$ cat src/rtl/te_sched_pkg.sv
// ============================================================================
// Module  : te_sched_pkg
// Brief   : Shared FSM state type, default channel count and index-width helper
//           for the tracking-channel scheduler.
// Revision: 1.0
// ============================================================================
`default_nettype none

package te_sched_pkg;

    typedef enum logic [1:0] {
        IDLE   = 2'd0,
        OFFER  = 2'd1,
        RETIRE = 2'd2
    } sched_state_t;

    localparam int unsigned c_CH_NUM_DEFAULT = 32;

    // A one-channel build still needs a 1-bit index.
    function automatic int unsigned idx_width(input int unsigned n);
        return (n > 1) ? $clog2(n) : 1;
    endfunction

endpackage

`default_nettype wire

$ cat src/rtl/least_bit_n.sv
// ============================================================================
// Module  : least_bit_n
// Brief   : Combinational find-first-set searching upward from bit 0.
// Revision: 1.0
// ============================================================================
`default_nettype none

module least_bit_n
    import te_sched_pkg::*;
#(
    parameter int unsigned CH_NUM = c_CH_NUM_DEFAULT,
    parameter int unsigned IDX_W  = idx_width(CH_NUM)
) (
    input  logic [CH_NUM-1:0] i_vec,
    output logic [IDX_W-1:0]  o_index,
    output logic              o_active
);

    // Scanning downward lets the lowest set bit overwrite any higher one.
    always_comb begin
        o_index  = '0;
        o_active = |i_vec;
        for (int i = CH_NUM - 1; i >= 0; i--) begin
            if (i_vec[i]) begin
                o_index = IDX_W'(i);
            end
        end
    end

endmodule

`default_nettype wire

$ cat src/rtl/te_channel_sched.sv
// ============================================================================
// Module  : te_channel_sched
// Brief   : Round-robin tracking-channel scheduler with valid/ready offer.
//           Optional per-channel overflow flags when TE_SCHED_OVERFLOW_EN is set.
// Revision: 1.0
// ============================================================================
`default_nettype none

module te_channel_sched
    import te_sched_pkg::*;
#(
    parameter int unsigned CH_NUM = c_CH_NUM_DEFAULT,
    parameter int unsigned IDX_W  = idx_width(CH_NUM)
) (
    input  logic              clk,
    input  logic              rst_b,
    input  logic              sched_en,
    input  logic [CH_NUM-1:0] ch_mask,
    input  logic [CH_NUM-1:0] set_req,
    output logic              sel_valid,
    input  logic              sel_ready,
    output logic [IDX_W-1:0]  sel_index,
    output logic [CH_NUM-1:0] pending,
`ifdef TE_SCHED_OVERFLOW_EN
    output logic              any_pending,
    output logic [CH_NUM-1:0] ovf_flag,
    input  logic [CH_NUM-1:0] ovf_clr
`else
    output logic              any_pending
`endif
);

    sched_state_t      r_state;
    sched_state_t      w_state_nxt;
    logic [CH_NUM-1:0] r_pending;
    logic [CH_NUM-1:0] w_elig;
    logic [CH_NUM-1:0] w_rot;
    logic [CH_NUM-1:0] w_clr;
    logic [IDX_W-1:0]  r_rr_ptr;
    logic [IDX_W-1:0]  r_sel_index;
    logic [IDX_W-1:0]  w_off;
    logic [IDX_W-1:0]  w_pick;
    logic              w_found;
    logic              w_hs;
    logic              w_start;

    assign w_elig = r_pending & ch_mask;

    // Rotate so bit 0 of w_rot is the channel at rr_ptr; index sum wraps in IDX_W.
    always_comb begin
        w_rot = '0;
        for (int i = 0; i < CH_NUM; i++) begin
            w_rot[i] = w_elig[IDX_W'(i) + r_rr_ptr];
        end
    end

    least_bit_n #(
        .CH_NUM (CH_NUM),
        .IDX_W  (IDX_W)
    ) u_least_bit (
        .i_vec    (w_rot),
        .o_index  (w_off),
        .o_active (w_found)
    );

    assign w_pick  = r_rr_ptr + w_off;
    assign w_start = (r_state == IDLE) && sched_en && w_found;
    assign w_hs    = (r_state == OFFER) && sel_ready;
    assign w_clr   = w_hs ? ({{(CH_NUM-1){1'b0}}, 1'b1} << r_sel_index) : '0;

    always_comb begin
        w_state_nxt = r_state;
        case (r_state)
            IDLE:    if (w_start)   w_state_nxt = OFFER;
            OFFER:   if (sel_ready) w_state_nxt = RETIRE;
            RETIRE:                 w_state_nxt = IDLE;
            default:                w_state_nxt = IDLE;
        endcase
    end

    always_ff @(posedge clk) begin
        if (!rst_b) begin
            r_state     <= IDLE;
            r_pending   <= '0;
            r_rr_ptr    <= '0;
            r_sel_index <= '0;
        end else begin
            r_state   <= w_state_nxt;
            // Clear before OR so a set arriving with the grant keeps the bit.
            r_pending <= (r_pending & ~w_clr) | set_req;
            if (w_start) begin
                r_sel_index <= w_pick;
            end
            if (w_hs) begin
                r_rr_ptr <= r_sel_index + IDX_W'(1);
            end
        end
    end

    assign sel_valid   = (r_state == OFFER);
    assign sel_index   = r_sel_index;
    assign pending     = r_pending;
    assign any_pending = |w_elig;

`ifdef TE_SCHED_OVERFLOW_EN
    logic [CH_NUM-1:0] r_ovf;

    always_ff @(posedge clk) begin
        if (!rst_b) begin
            r_ovf <= '0;
        end else begin
            r_ovf <= (r_ovf & ~ovf_clr) | (set_req & r_pending & ~w_clr);
        end
    end

    assign ovf_flag = r_ovf;
`endif

endmodule

`default_nettype wire

$ cat config.mk
export PLATFORM = sky130hd
export DESIGN_NAME = te_channel_sched
export DESIGN_NICKNAME = d
export VERILOG_FILES = /design/src/rtl/te_sched_pkg.sv /design/src/rtl/least_bit_n.sv /design/src/rtl/te_channel_sched.sv
export SDC_FILE = /design/constraint.sdc
export NUM_CORES = 1
export LEC_CHECK = 0
export BUFFER_PORTS_ARGS = -buffer_cell sky130_fd_sc_hd__buf_4
export CORE_ASPECT_RATIO = 0.75
export CORE_MARGIN = 1
export CORE_UTILIZATION = 58
export DETAILED_ROUTE_END_ITERATION = 6
export PLACE_DENSITY = 0.87
export SETUP_SLACK_MARGIN = 0.5
export SYNTH_ARGS = -nofsm -noshare
export SYNTH_HDL_FRONTEND = slang
export SYNTH_SLANG_ARGS = --single-unit
$ cat constraint.sdc
create_clock -name clk -period 7 [get_ports clk]
set_clock_uncertainty 0.15 [all_clocks]
set_input_delay 1.05 -clock clk [delete_from_list [all_inputs] [get_ports clk]]
set_output_delay 1.05 -clock clk [all_outputs]
set_load 0.02 [all_outputs]
=== Word level (Yosys, flattened, before mapping) ===
Index checks and enable logic that the tools add are counted.

* Register bits after elaboration: 44
* Output and inout port bits: 39
* Word-level logic and storage cells: 184

* Reduce and logical (&&, ||, !) cells: 7
* Multiplexer cells: 100
* Equality and inequality tests: 3
* Shift operators: 1
* Add/sub/neg operators: 33
* Magnitude comparators: 32
* Bitwise logic cells: 4

{| class="wikitable"
|+ Operators with widths
! kind !! number
|-
| less-than comparator 5 x 6 -> 1 bit, second input constant || 32
|-
| binary-select mux 1 bit (select 5 bit) || 32
|-
| two-way mux 5 bit || 32
|-
| adder 5 bit, first input constant || 16
|-
| bitwise AND 32 bit || 2
|-
| OR reduction 32 bit || 2
|-
| adder 4 x 5 -> 5 bit, first input constant || 8
|-
| two-way mux 1 bit || 32
|-
| two-way mux 32 bit || 1
|-
| inverter 32 bit || 1
|-
| OR 32 bit || 1
|-
| << shifter 1 x 5 -> 32 bit, first input constant || 1
|-
| adder 3 x 5 -> 5 bit, first input constant || 4
|-
| adder 2 x 5 -> 5 bit, first input constant || 2
|-
| adder 1 x 5 -> 5 bit, first input constant || 1
|-
| adder 5 x 1 -> 5 bit, second input constant || 1
|-
| adder 5 bit || 1
|-
| two-way mux 2 bit || 2
|-
| case mux 2 bit (2 select lines) || 1
|-
| logical AND 1 bit || 3
|-
| equality test 2 x 1 -> 1 bit, second input constant || 1
|-
| logical NOT 2 bit || 1
|-
| != test 2 x 1 -> 1 bit, second input constant || 1
|-
| != test 2 bit, second input constant || 1
|-
| AND reduction 2 bit || 1
|}

=== Longest topological paths before layout ===
Gate-level depths: netlist (run 1).

* Depth in word-level cells: 36
* Gate-level depth with buffers: 26

=== Cells and area by module ===
Synthesis (run 1) repeated with hierarchy kept, for this count alone.

* Cell total of the unflattened synthesis: 668
* Area total of the unflattened synthesis: 5322.6 µm²

{| class="wikitable"
|+ Modules (own cells, without submodules)
! module !! cells each !! instances !! area each (µm²) !! seq. area each (µm²)
|-
| te_channel_sched || 603 || 1 || 4937.2 || 880.8
|-
| least_bit_n || 65 || 1 || 385.4 || 0.0
|}

=== Worst setup path after synthesis (run 1) ===
Ideal clock, no wire load.

* Path type: reg-to-reg
* Start point: reg r_rr_ptr[0]
* End point: reg r_sel_index[4] (netlist: sel_index[4])
* Period minus slack after synthesis: 5.352 ns
* Required time: 6.722 ns
* Library setup time: 0.128 ns
* Cell stages (with the launch flop): 23
* Setup slack: 1.648 ns
* Data arrival time: 5.073 ns
* Cells stage by stage: dfxtp_1 buf_2 buf_4 buf_2 buf_2 inv_1 ha_1 inv_1 buf_2 clkbuf_1 mux4_2 mux4_2 or4_4 a211oi_1 o21ai_0 fa_1 nor2b_1 o21ai_0 nand2b_1 xnor2_1 and3_1 o2111ai_1 o211ai_2

* Cells in the longest elaborated chain, start to end: 36
* Elaborated cells on any way between the ends: 130
* Those cells by class: add/sub (32); mux (96); reduce/logical (2)

{| class="wikitable"
|+ RTL lines
! element !! RTL line !! source
|-
| start, declared || te_channel_sched.sv:39 || <nowiki>logic [IDX_W-1:0] r_rr_ptr;</nowiki>
|-
| start signal, assigned || te_channel_sched.sv:95 || <nowiki>r_rr_ptr <= r_sel_index + IDX_W'(1);</nowiki>
|-
| adder 5 bit || te_channel_sched.sv:53 || <nowiki>w_rot[i] = w_elig[IDX_W'(i) + r_rr_ptr];</nowiki>
|-
| binary-select mux 1 bit (select 5 bit) || te_channel_sched.sv:53 ||
|-
| two-way mux 1 bit (not written as such) || te_channel_sched.sv:53 ||
|-
| two-way mux 5 bit (32 in series) || least_bit_n.sv:24 || <nowiki>if (i_vec[i]) begin</nowiki>
|-
| adder 5 bit || te_channel_sched.sv:66 || <nowiki>assign w_pick = r_rr_ptr + w_off;</nowiki>
|-
| end signal, assigned || te_channel_sched.sv:92 || <nowiki>r_sel_index <= w_pick;</nowiki>
|-
| end, declared || te_channel_sched.sv:40 || <nowiki>logic [IDX_W-1:0] r_sel_index;</nowiki>
|}

Several ways; a longest one is shown, not always the timed one. The select of a mux whose other input is x is not followed.
A chain may end at the register's enable or synchronous reset.

=== Final worst setup path (run 1) ===
* Start point: reg r_rr_ptr[1]
* End point: reg r_sel_index[4] (netlist: sel_index[4])

The elaborated chain is that of the path after synthesis.

==> key figures, run 1 <==
Yosys
  • Post-synthesis xor/xnor area fraction: 0.0433
  • Synth Register Bits: 44
  • Mux cell area share after synthesis: 0.321
  • Compound-Gate Fraction of Synth Area: 0.200
  • Adder-cell area share of the yosys netlist: 0.0512
  • Syn_nets: 769
  • Post-synth EDFFs: 0
  • Mapped Area: 0.00601 mm2
  • Synth Area in Simple Gates: 0.180
  • Post-Synthesis Cells: 677
  • Seq/Total Area, Yosys: 0.146
  • Most used flip-flop cell after synthesis: dfxtp_1
  • Yosys warns: 0
  • Ys async rst share: 0
  • Syn Area/Cell: 8.88 um2
  • Distinct cells, synth: 54
  • Largest family of logic cells by synthesized area: multiplexers

Die
  • Row count: 31
  • Chip width: 120 um
  • Initial Util: 0.610
  • CORE AREA: 0.00985 mm2
  • Vert. Die Dim: 90.2 um
  • Num ports: 107
  • Die ar.: 0.0108 mm2

Clock tree
  • Clock transition at path regs: 0.06 ns
  • Sink Count: 44
  • CTS tree: done
  • H-tree depth: 2
  • Clock root buffer: clkbuf_16
  • Worst-Skew Late Latency: 0.28 ns
  • Max Root-Sink Buffers: 2
  • Post-CTS sizing: 0
  • Hold Buf Count CTS: 0
  • Postcts setup bufs: 0
  • CTS Buf Count: 5

Route
  • Pre-Repair DR Iteration Count: 7
  • Number of vias per cell: 7.38
  • DR WL/cell: 24.7 um
  • Post-route DRC violation count: 8
  • Vias: 6555
  • Final ANT Viol Nets: 0
  • DRT Wirelength: 21900 um
  • Drt first-iter violations: 1177

Setup path
  • Slowest CP cell: buf_4
  • Reg2reg setup slack: 1.18 ns
  • CP max FO: 90
  • Worst-case reg-to-reg path depth: 18
  • CP required: 7.06 ns
  • Max incr delay on CP: 0.70 ns
  • Critical Path AT: 5.88 ns
  • CP Launch Type: flop
  • Crit path kind: reg -> reg
  • Crit. End Element: flop
  • Crit path from: r_rr_ptr[1]
  • R2R Path End: sel_index[4]
  • Cell Chain, Critical Path: buf_4 > ha_1 > nand2_1 > xnor2_1 > mux4_2 > mux4_2 > or4b_1 > o211ai_1 > a31oi_1 > o21ai_0 > ha_1 > nor2b_1 > o21ai_0 > nand2b_1 > xnor2_1 > and3_1 > o2111ai_1 > o211ai_2
  • Worst reg2reg startpoint: r_rr_ptr[1]
  • Crit path to: sel_index[4]

Placement
  • DP Area: 0.00683 mm2
  • Port bufs: 106
  • Routability Congestion: 0.999
  • Estimated wirelength of the detail-placed design: 17400 um
  • DP Worst Slack: 1.28 ns

Pwr
  • Final Total Pwr: 1.34 mW
  • LEAKAGE: 2.64 nW
  • VDD IR max: 0.158 mV
  • PwrDens: 191 mW/mm2

Final layout
  • Area of the multi-input gates: 0.00479 mm2
  • Sequential Area: 886 um2
  • Area added between synthesis and finish: 16.2%
  • Diode count: 0
  • Final instance area: 0.00699 mm2
  • Share of cells above drive strength 1: 0.280
  • Final core utilization: 0.710
  • NumNets Final: 847
  • Filler cells: 729

Timing
  • Final cycle utilization of the critical path: 0.831
  • Peak Freq: 172 MHz
  • Worst-Margin Slew: 1.17 ns
  • Setup TNS: 0 ns
  • Final Setup Violations: 0
  • Slew headroom: 0.218
  • Slew Limit Fails: 0
  • Final-report hold violation count: 0
  • Crit path time final: 5.82 ns
  • PnR worst setup slack: 1.18 ns
  • RSZ-0062 raised after global routing: false

Global route
  • GRT overflow: 0
  • Vias in the first global route: 6343
  • Initial antenna violation count: 0
  • First-pass GRT wire length: 34600 um
  • Total GRT Usage: 0.414
  • Largest net degree at the start of global routing: 96

Hold path
  • HP Class: reg -> reg

Run status
  • Status: finished with violations
  • Failing checks: DRC

Flow run
  • Max Cap Viol: 0
==> cells in the final DEF (no fill, tap or decap), types with 8 or more instances in the layout <==
cell	synthesis	routed
mux2i_1	12	12
o2111ai_1	21	21
nand4_1	17	17
nand2_1	57	57
a21oi_1	46	46
ha_1	23	23
dfxtp_1	44	42
inv_1	39	39
nor2_1	35	35
o211ai_1	13	13
and4_1	8	8
o21a_1	18	18
nor2b_1	8	8
nand3_1	47	47
buf_4	3	112
mux4_2	80	80
xnor2_1	18	18
nand2b_1	9	9
o21ai_0	73	73
xor2_1	8	8
==> cells by family after synthesis <==
| family | count (synthesis) |
|---|---|
| buf+inv | 82 |
| compound gates | 195 |
| flops | 44 |
| xor+xnor | 28 |
| simple gates | 211 |
| fa+ha+maj | 24 |
| mux | 93 |
==> metal layers <==
layer | track usage | routed length [um]
met5 | 0 | 0
met4 | 0.143 | 853
met3 | 0.115 | 3250
met2 | 0.637 | 9690
met1 | 0.560 | 8150
==> cells in the mapped netlist, drive strengths merged, types with 4 or more instances <==
master,count,area (um2)
and3,5,31.3
inv,40,150
nor3,5,25.0
mux4,80,1800
o22ai,4,25.0
nor2,35,131
clkbuf,16,60.1
and4,8,70.1
nand3,47,235
nand3b,6,45.0
ha,23,288
buf,25,134
o21ai,73,365
o2111ai,21,184
a211oi,7,52.6
nand2b,9,56.3
dfxtp,44,881
nand4,17,106
nor4,6,52.6
o21a,18,135
a21oi,46,230
o211ai,14,110
nor2b,8,50.1
xnor2,19,174
mux2i,12,120
xor2,9,86.3
nand2,57,214
==> registers in the layout, indices dropped and copies added (netlist names) <==
signal     count
pending       32
r_rr_ptr       5
r_state        2
sel_index      5
==> per-stage QoR <==
step                      hold slack (ns)  instances
final                               0.368        888
after global routing                0.397        888
after CTS                           0.373        888
after detailed placement            0.356        880
after global placement              0.342        880
after floorplan                     0.428        677
==> final cells by class <==
cell class                      instances  share of cell area
Tap cell                              132              0.0236
Clock buffer                            7              0.0220
Clock inverter                          1            0.000716
Multi-Input combinational cell        551               0.685
Timing Repair Buffer                  112               0.120
Inverter                               41              0.0220
Sequential cell                        44               0.127
==> how the worst min path moves through the flow <==
stage	from	to	slack [ns]	cells after the start
6_report	pending[19]	pending[19]	0.37	2
4_1_cts	pending[19]	pending[19]	0.37	2
2_1_floorplan	pending[10]	pending[10]	0.43	2
3_3_place_gp	pending[19]	pending[19]	0.34	2
5_1_grt	pending[19]	pending[19]	0.40	2
3_5_place_dp	pending[19]	pending[19]	0.36	2
==> where the power goes <==
group	internal, mW	leakage (nW)	switching [mW]
Clock	0.153	0.0790	0.0946
Combinational	0.340	2.19	0.433
Sequential	0.272	0.368	0.0433
==> worst max-delay path: cells and delay by family (launching register included) <==
family | cells | cell delay (ns)
simple gates | 5 | 1.11
flops | 1 | 0.32
xor+xnor | 2 | 0.83
buf+inv | 1 | 0.70
mux | 2 | 0.99
compound gates | 6 | 0.97
fa+ha+maj | 2 | 0.67
Power figures use the tool's default switching activity.
==> run 2, diff against run 1 <==
--- a/config.mk
+++ b/config.mk
@@ -5,10 +5,11 @@
 export SDC_FILE = /design/constraint.sdc
 export NUM_CORES = 1
 export LEC_CHECK = 0
+export ABC_AREA = 1
 export BUFFER_PORTS_ARGS = -buffer_cell sky130_fd_sc_hd__buf_4
 export CORE_ASPECT_RATIO = 0.75
 export CORE_MARGIN = 1
-export CORE_UTILIZATION = 58
+export CORE_UTILIZATION = 56
 export DETAILED_ROUTE_END_ITERATION = 6
 export PLACE_DENSITY = 0.87
 export SETUP_SLACK_MARGIN = 0.5
==> constraint.sdc (replaced) <==
create_clock -name clk -period 5.9 [get_ports clk]
set_clock_uncertainty 0.15 [all_clocks]
set_input_delay 0.885 -clock clk [delete_from_list [all_inputs] [get_ports clk]]
set_output_delay 0.885 -clock clk [all_outputs]
set_load 0.02 [all_outputs]
==> key figures, run 2 <==
Clock tree
  • Hold Buf Count CTS: 0
  • CTS Buf Count: 5
  • H-tree depth: 2
  • Max Root-Sink Buffers: 2
  • Clock root buffer: clkbuf_16
  • Worst-Skew Late Latency: 0.29 ns
  • Sink Count: 44
  • CTS tree: done
  • Clock transition at path regs: 0.07 ns

Global route
  • GRT overflow: 0
  • Initial antenna violation count: 0
  • Largest net degree at the start of global routing: 38
  • First-pass GRT wire length: 26200 um
  • GR Util met2: 0.547
  • Layer with the highest usage: met2
  • GR Util met3: 0.0857
  • Vias in the first global route: 5217
  • Total GRT Usage: 0.356
  • Routing usage on met1: 0.507

Final layout
  • Area added between synthesis and finish: 21.4%
  • Final core utilization: 0.710
  • Diode count: 0
  • Area of the multi-input gates: 0.00357 mm2
  • Most frequent cells in the layout: nand2_1, nand3_1, buf_4
  • NumNets Final: 1061
  • Max FFs per register: 32
  • Filler cells: 752
  • Sequential Area: 882 um2
  • Most common cell after layout, fill and taps aside: nand2_1
  • Final instance area: 0.00605 mm2
  • Share of cells above drive strength 1: 0.156
  • Non-filler instance count after layout: 1078

Setup path
  • CP required: 5.94 ns
  • Slowest CP cell: ha_1
  • Max incr delay on CP: 0.49 ns
  • CP Launch Type: flop
  • Crit path kind: reg -> reg
  • Delay-heaviest family, CP: simple AND/OR/NAND/NOR gates
  • Crit. End Element: flop
  • Most Frequent Cell on Critical Path: nand2_1
  • CP max FO: 19
  • Critical Path AT: 4.90 ns
  • Buf/Inv on CP: 4

Pwr
  • VDD IR max: 0.208 mV
  • LEAKAGE: 3.19 nW
  • PwrDens: 236 mW/mm2
  • Final Total Pwr: 1.43 mW

Yosys
  • Synth Register Bits: 44
  • Mapped Area: 0.00498 mm2
  • Seq/Total Area, Yosys: 0.177
  • Syn Area/Cell: 5.71 um2
  • Syn_nets: 965
  • Cell with the most instances after synthesis: nand2_1
  • Distinct cells, synth: 41
  • Yosys warns: 0
  • Most used flip-flop cell after synthesis: dfxtp_1
  • Synth top cells by count: nand2_1, nand3_1, inv_1, o21ai_0, a21oi_1
  • Largest area contributor in the synthesized netlist: nand2_1
  • Post-Synthesis Cells: 873
  • Area contributors post-synth: nand2_1, dfxtp_1, nand3_1
  • Post-synth EDFFs: 0
  • Ys async rst share: 0
  • Top cell type's share of synthesized area: 0.206

Die
  • Die ar.: 0.00928 mm2
  • Row count: 29
  • Initial Util: 0.584
  • Chip width: 111 um
  • Num ports: 107
  • Vert. Die Dim: 83.7 um
  • CORE AREA: 0.00853 mm2

Placement
  • Routability Congestion: 1.06
  • Port bufs: 106
  • Estimated wirelength of the detail-placed design: 13400 um
  • Post-Place Cells: 1069
  • DP Worst Slack: 0.799 ns
  • DP Area: 0.00580 mm2

Timing
  • WHS: 0.349 ns
  • Setup TNS: 0 ns
  • Slew headroom: 0.490
  • Final cycle utilization of the critical path: 0.824
  • Peak Freq: 206 MHz
  • Final Setup Violations: 0
  • Worst-Margin Slew: 0.763 ns
  • RSZ-0062 raised after global routing: false
  • Slew Limit Fails: 0
  • Crit path time final: 4.86 ns
  • Final-report hold violation count: 0
  • PnR worst setup slack: 1.04 ns

Route
  • Pre-Repair DR Iteration Count: 5
  • Post-route DRC violation count: 0
  • DRT Wirelength: 16600 um
  • DR WL/cell: 15.4 um
  • Number of vias per cell: 5.64
  • Final ANT Viol Nets: 0
  • Drt first-iter violations: 745
  • Vias: 6078

Run status
  • Status: complete, no violations

Hold path
  • HP Class: reg -> reg

Flow run
  • Max Cap Viol: 0
run 2: cell count changes after synthesis, moves of 13 or more:
| cell | delta |
|---|---|
| nand3_1 | +98 |
| o21ai_1 | +13 |
| a21oi_1 | +15 |
| xnor2_1 | -17 |
| o2111ai_1 | -21 |
| nand2_1 | +217 |
| nand4_1 | -16 |
| inv_1 | +61 |
| mux4_2 | -80 |
run 2: worst min-delay path, cell delays in order, from the launching register on:
cell	delay (ns)
dfxtp_1	0.32
o21ai_0	0.07
a21oi_1	0.06
run 2: cells by family (layout without fill, tap and decap cells):
group                      count (synthesis)  in the layout  synth area share
AOI/OAI and AO/OA                        177            177             0.193
adders and majority gates                 24             24            0.0618
and+or+nand+nor                          468            468             0.400
xor gates and xnor gates                  22             23            0.0477
buffers and inverters                    137            233             0.118
DFF                                       44             44             0.177
muxes                                      1              1           0.00226
run 2: routing by layer:
metal,routed length [um],vias up
met5,0,-
met4,180,0
met3,1850,23
met2,7050,315
met1,7550,2690
li1,-,3050
run 2: path summary, 6_finish.rpt:
path	from	endpoint	slack (ns)	depth (start not counted)
worst min register to register	pending[27]	pending[27]	0.35	2
worst max-delay path	r_rr_ptr[2]	sel_index[4]	1.04	42
worst max register to register	r_rr_ptr[2]	sel_index[4]	1.04	42
worst min-delay path	pending[27]	pending[27]	0.35	2
run 2: power breakdown:
group | switching (mW) | total (mW) | leakage, nW | internal (mW)
logic | 0.470 | 0.742 | 2.74 | 0.272
clock network | 0.131 | 0.333 | 0.0804 | 0.202
registers | 0.0319 | 0.352 | 0.368 | 0.320
run 2: final cells by class:
cell class	count	share of cell area
Multi-Input combinational cell	693	0.589
Sequential cell	44	0.146
Timing Repair Buffer	112	0.142
Inverter	113	0.0720
Tap cell	108	0.0223
Clock buffer	5	0.0207
Clock inverter	3	0.00765
run 2: repair_timing:
| action | 4_1_cts | 5_1_grt |
|---|---|---|
| setup buffers | 0 | 0 |
| gates resized for setup | 0 | 13 |
| setup endpoints to repair | 0 | 1 |
==> run 3, diff against run 2 <==
--- a/config.mk
+++ b/config.mk
@@ -9,9 +9,9 @@
 export BUFFER_PORTS_ARGS = -buffer_cell sky130_fd_sc_hd__buf_4
 export CORE_ASPECT_RATIO = 0.75
 export CORE_MARGIN = 1
-export CORE_UTILIZATION = 56
+export CORE_UTILIZATION = 51
 export DETAILED_ROUTE_END_ITERATION = 6
-export PLACE_DENSITY = 0.87
+export PLACE_DENSITY = 0.83
 export SETUP_SLACK_MARGIN = 0.5
 export SYNTH_ARGS = -nofsm -noshare
 export SYNTH_HDL_FRONTEND = slang
==> constraint.sdc (replaced) <==
create_clock -name clk -period 4.41 [get_ports clk]
set_clock_uncertainty 0.15 [all_clocks]
set_input_delay 0.6615 -clock clk [delete_from_list [all_inputs] [get_ports clk]]
set_output_delay 0.6615 -clock clk [all_outputs]
set_load 0.02 [all_outputs]
==> key figures, run 3 (synthesis results as in run 2) <==
Run status
  • Status: finished with violations
  • Failing checks: DRC, setup timing

Pwr
  • LEAKAGE: 3.65 nW
  • PwrDens: 305 mW/mm2
  • Internal power: 1.20 mW
  • Final Total Pwr: 2.13 mW
  • Gate power share: 0.571
  • Clock Power Share: 0.208
  • Psw: 0.931 mW
  • Flop pwr share: 0.221
  • Sw Ratio: 0.437
  • VDD IR max: 0.200 mV

Placement
  • DP Worst Slack: -0.132 ns
  • Routability Congestion: 0.976
  • Post-Place Cells: 1138
  • Port bufs: 106
  • Estimated wirelength of the detail-placed design: 14200 um

Timing
  • Worst-Margin Slew: 0.644 ns
  • Crit path time final: 4.65 ns
  • Slew Limit Fails: 0
  • Slew headroom: 0.570
  • Final cycle utilization of the critical path: 1.05
  • RSZ-0062 raised after global routing: true
  • Final-report hold violation count: 0
  • WHS: 0.343 ns
  • Peak Freq: 215 MHz
  • Final Setup Violations: 2
  • PnR worst setup slack: -0.237 ns

Clock tree
  • Sink Count: 44
  • Clock root buffer: clkbuf_16
  • H-tree depth: 2
  • Worst-Skew Late Latency: 0.29 ns
  • Clock transition at path regs: 0.06 ns
  • Hold Buf Count CTS: 0
  • Max Root-Sink Buffers: 2
  • CTS Buf Count: 5
  • CTS tree: done

Setup path
  • CP max FO: 6
  • CP required: 4.45 ns
  • Reg2reg setup slack: -0.24 ns
  • Max incr delay on CP: 0.37 ns
  • Crit path kind: reg -> reg
  • Most Frequent Cell on Critical Path: nand2_1
  • CP Launch Type: flop
  • Crit. End Element: flop
  • Slowest CP cell: dfxtp_4
  • Critical Path AT: 4.68 ns

Route
  • Drt first-iter violations: 806
  • Metal-1 WL: 7900 um
  • DRT Wirelength: 19300 um
  • Metal2 WL: 8270 um
  • Number of vias per cell: 5.71
  • Post-route DRC violation count: 1
  • Pre-Repair DR Iteration Count: 7
  • DR WL/cell: 16.5 um
  • Vias: 6649
  • Final ANT Viol Nets: 0
  • Max layer used: met4
  • Met3 WL post-DR: 2540 um

Final layout
  • Area added between synthesis and finish: 40.3%
  • Max FFs per register: 32
  • Most frequent cells in the layout: nand2_1, buf_4, nand3_1
  • Diode count: 0
  • Filler cells: 763
  • Non-filler instance count after layout: 1165
  • NumNets Final: 1128
  • Most common cell after layout, fill and taps aside: nand2_1
  • Share of cells above drive strength 1: 0.265

Die
  • Vert. Die Dim: 87.6 um
  • Num ports: 107
  • Initial Util: 0.537
  • Die ar.: 0.0102 mm2
  • Row count: 30
  • CORE AREA: 0.00927 mm2
  • Chip width: 116 um

Global route
  • Total GRT Usage: 0.372
  • Initial antenna violation count: 0
  • Vias in the first global route: 5887
  • Largest net degree at the start of global routing: 38
  • GRT overflow: 0
  • First-pass GRT wire length: 29000 um

Hold path
  • HP Class: reg -> reg

Flow run
  • Max Cap Viol: 0
-- run 3: cell types whose count changed in the layout (fill, tap and decap cells not counted), moves of 10 or more --
cell and change:
nand3_1 -20, buf_4 +56, nand3_2 +19, nand2_1 -12, nand2_2 +10
-- run 3: worst paths after layout --
path / cells after the start / startpoint / end
worst max-delay path: 43 / r_rr_ptr[0] / sel_index[4]
worst min register to register: 2 / pending[26] / pending[26]
worst min-delay path: 2 / pending[26] / pending[26]
worst max register to register: 43 / r_rr_ptr[0] / sel_index[4]
-- run 3: power groups by stage --
stage / clock [mW] / sequential, mW / combinational (mW)
final: 0.444 / 0.471 / 1.22
after global routing: 0.463 / 0.473 / 1.33
after CTS: 0.444 / 0.468 / 1.14
after detailed placement: 0 / 0.477 / 1.05
after global placement: 0 / 0.476 / 1.04
after floorplan: 0 / 0.496 / 0.670
-- run 3: timing repair --
item	in CTS	in global routing
endpoints found under the setup margin	6	6
gates cloned	4	0
setup buffers	11	4
pin swaps	20	16
resized for setup	51	33
-- run 3: per-layer routing --
metal  vias up  track usage
met5         -            0
met4         0       0.0932
met3        75        0.114
met2       452        0.594
met1      2943        0.490
li1       3179            -
-- run 3: final cells by class --
cell class / count / area (um2) / area share
clock inverters: 2 / 38.8 / 0.00555
repair buffers: 178 / 1460 / 0.209
clock buffers: 6 / 139 / 0.0199
flip-flops and latches: 44 / 892 / 0.128
well taps: 128 / 160 / 0.0229
repair inverters: 1 / 8.76 / 0.00125
multi-input cells: 693 / 3840 / 0.549
inverters: 113 / 450 / 0.0644
-- run 3: stage by stage --
stage / area [um2] / utilization / TNS, ns
CTS: 6850 / 0.739 / -0.00441
detailed placement: 6280 / 0.677 / -0.132
floorplan: 5060 / - / 0
global placement: 6280 / 0.677 / -0.0805
global route: 6990 / 0.754 / -1.30
finish: 6990 / 0.754 / -0.288
-- run 3: critical path, delay by kind of cell, from the launching register on --
family	cells	cell delay, ns
adder cells (fa/ha/maj)	3	0.74
AO/OA/AOI/OAI	7	0.89
buffers and inverters	6	0.71
XOR/XNOR	3	0.50
flip-flops	1	0.37
AND/OR/NAND/NOR	24	1.21
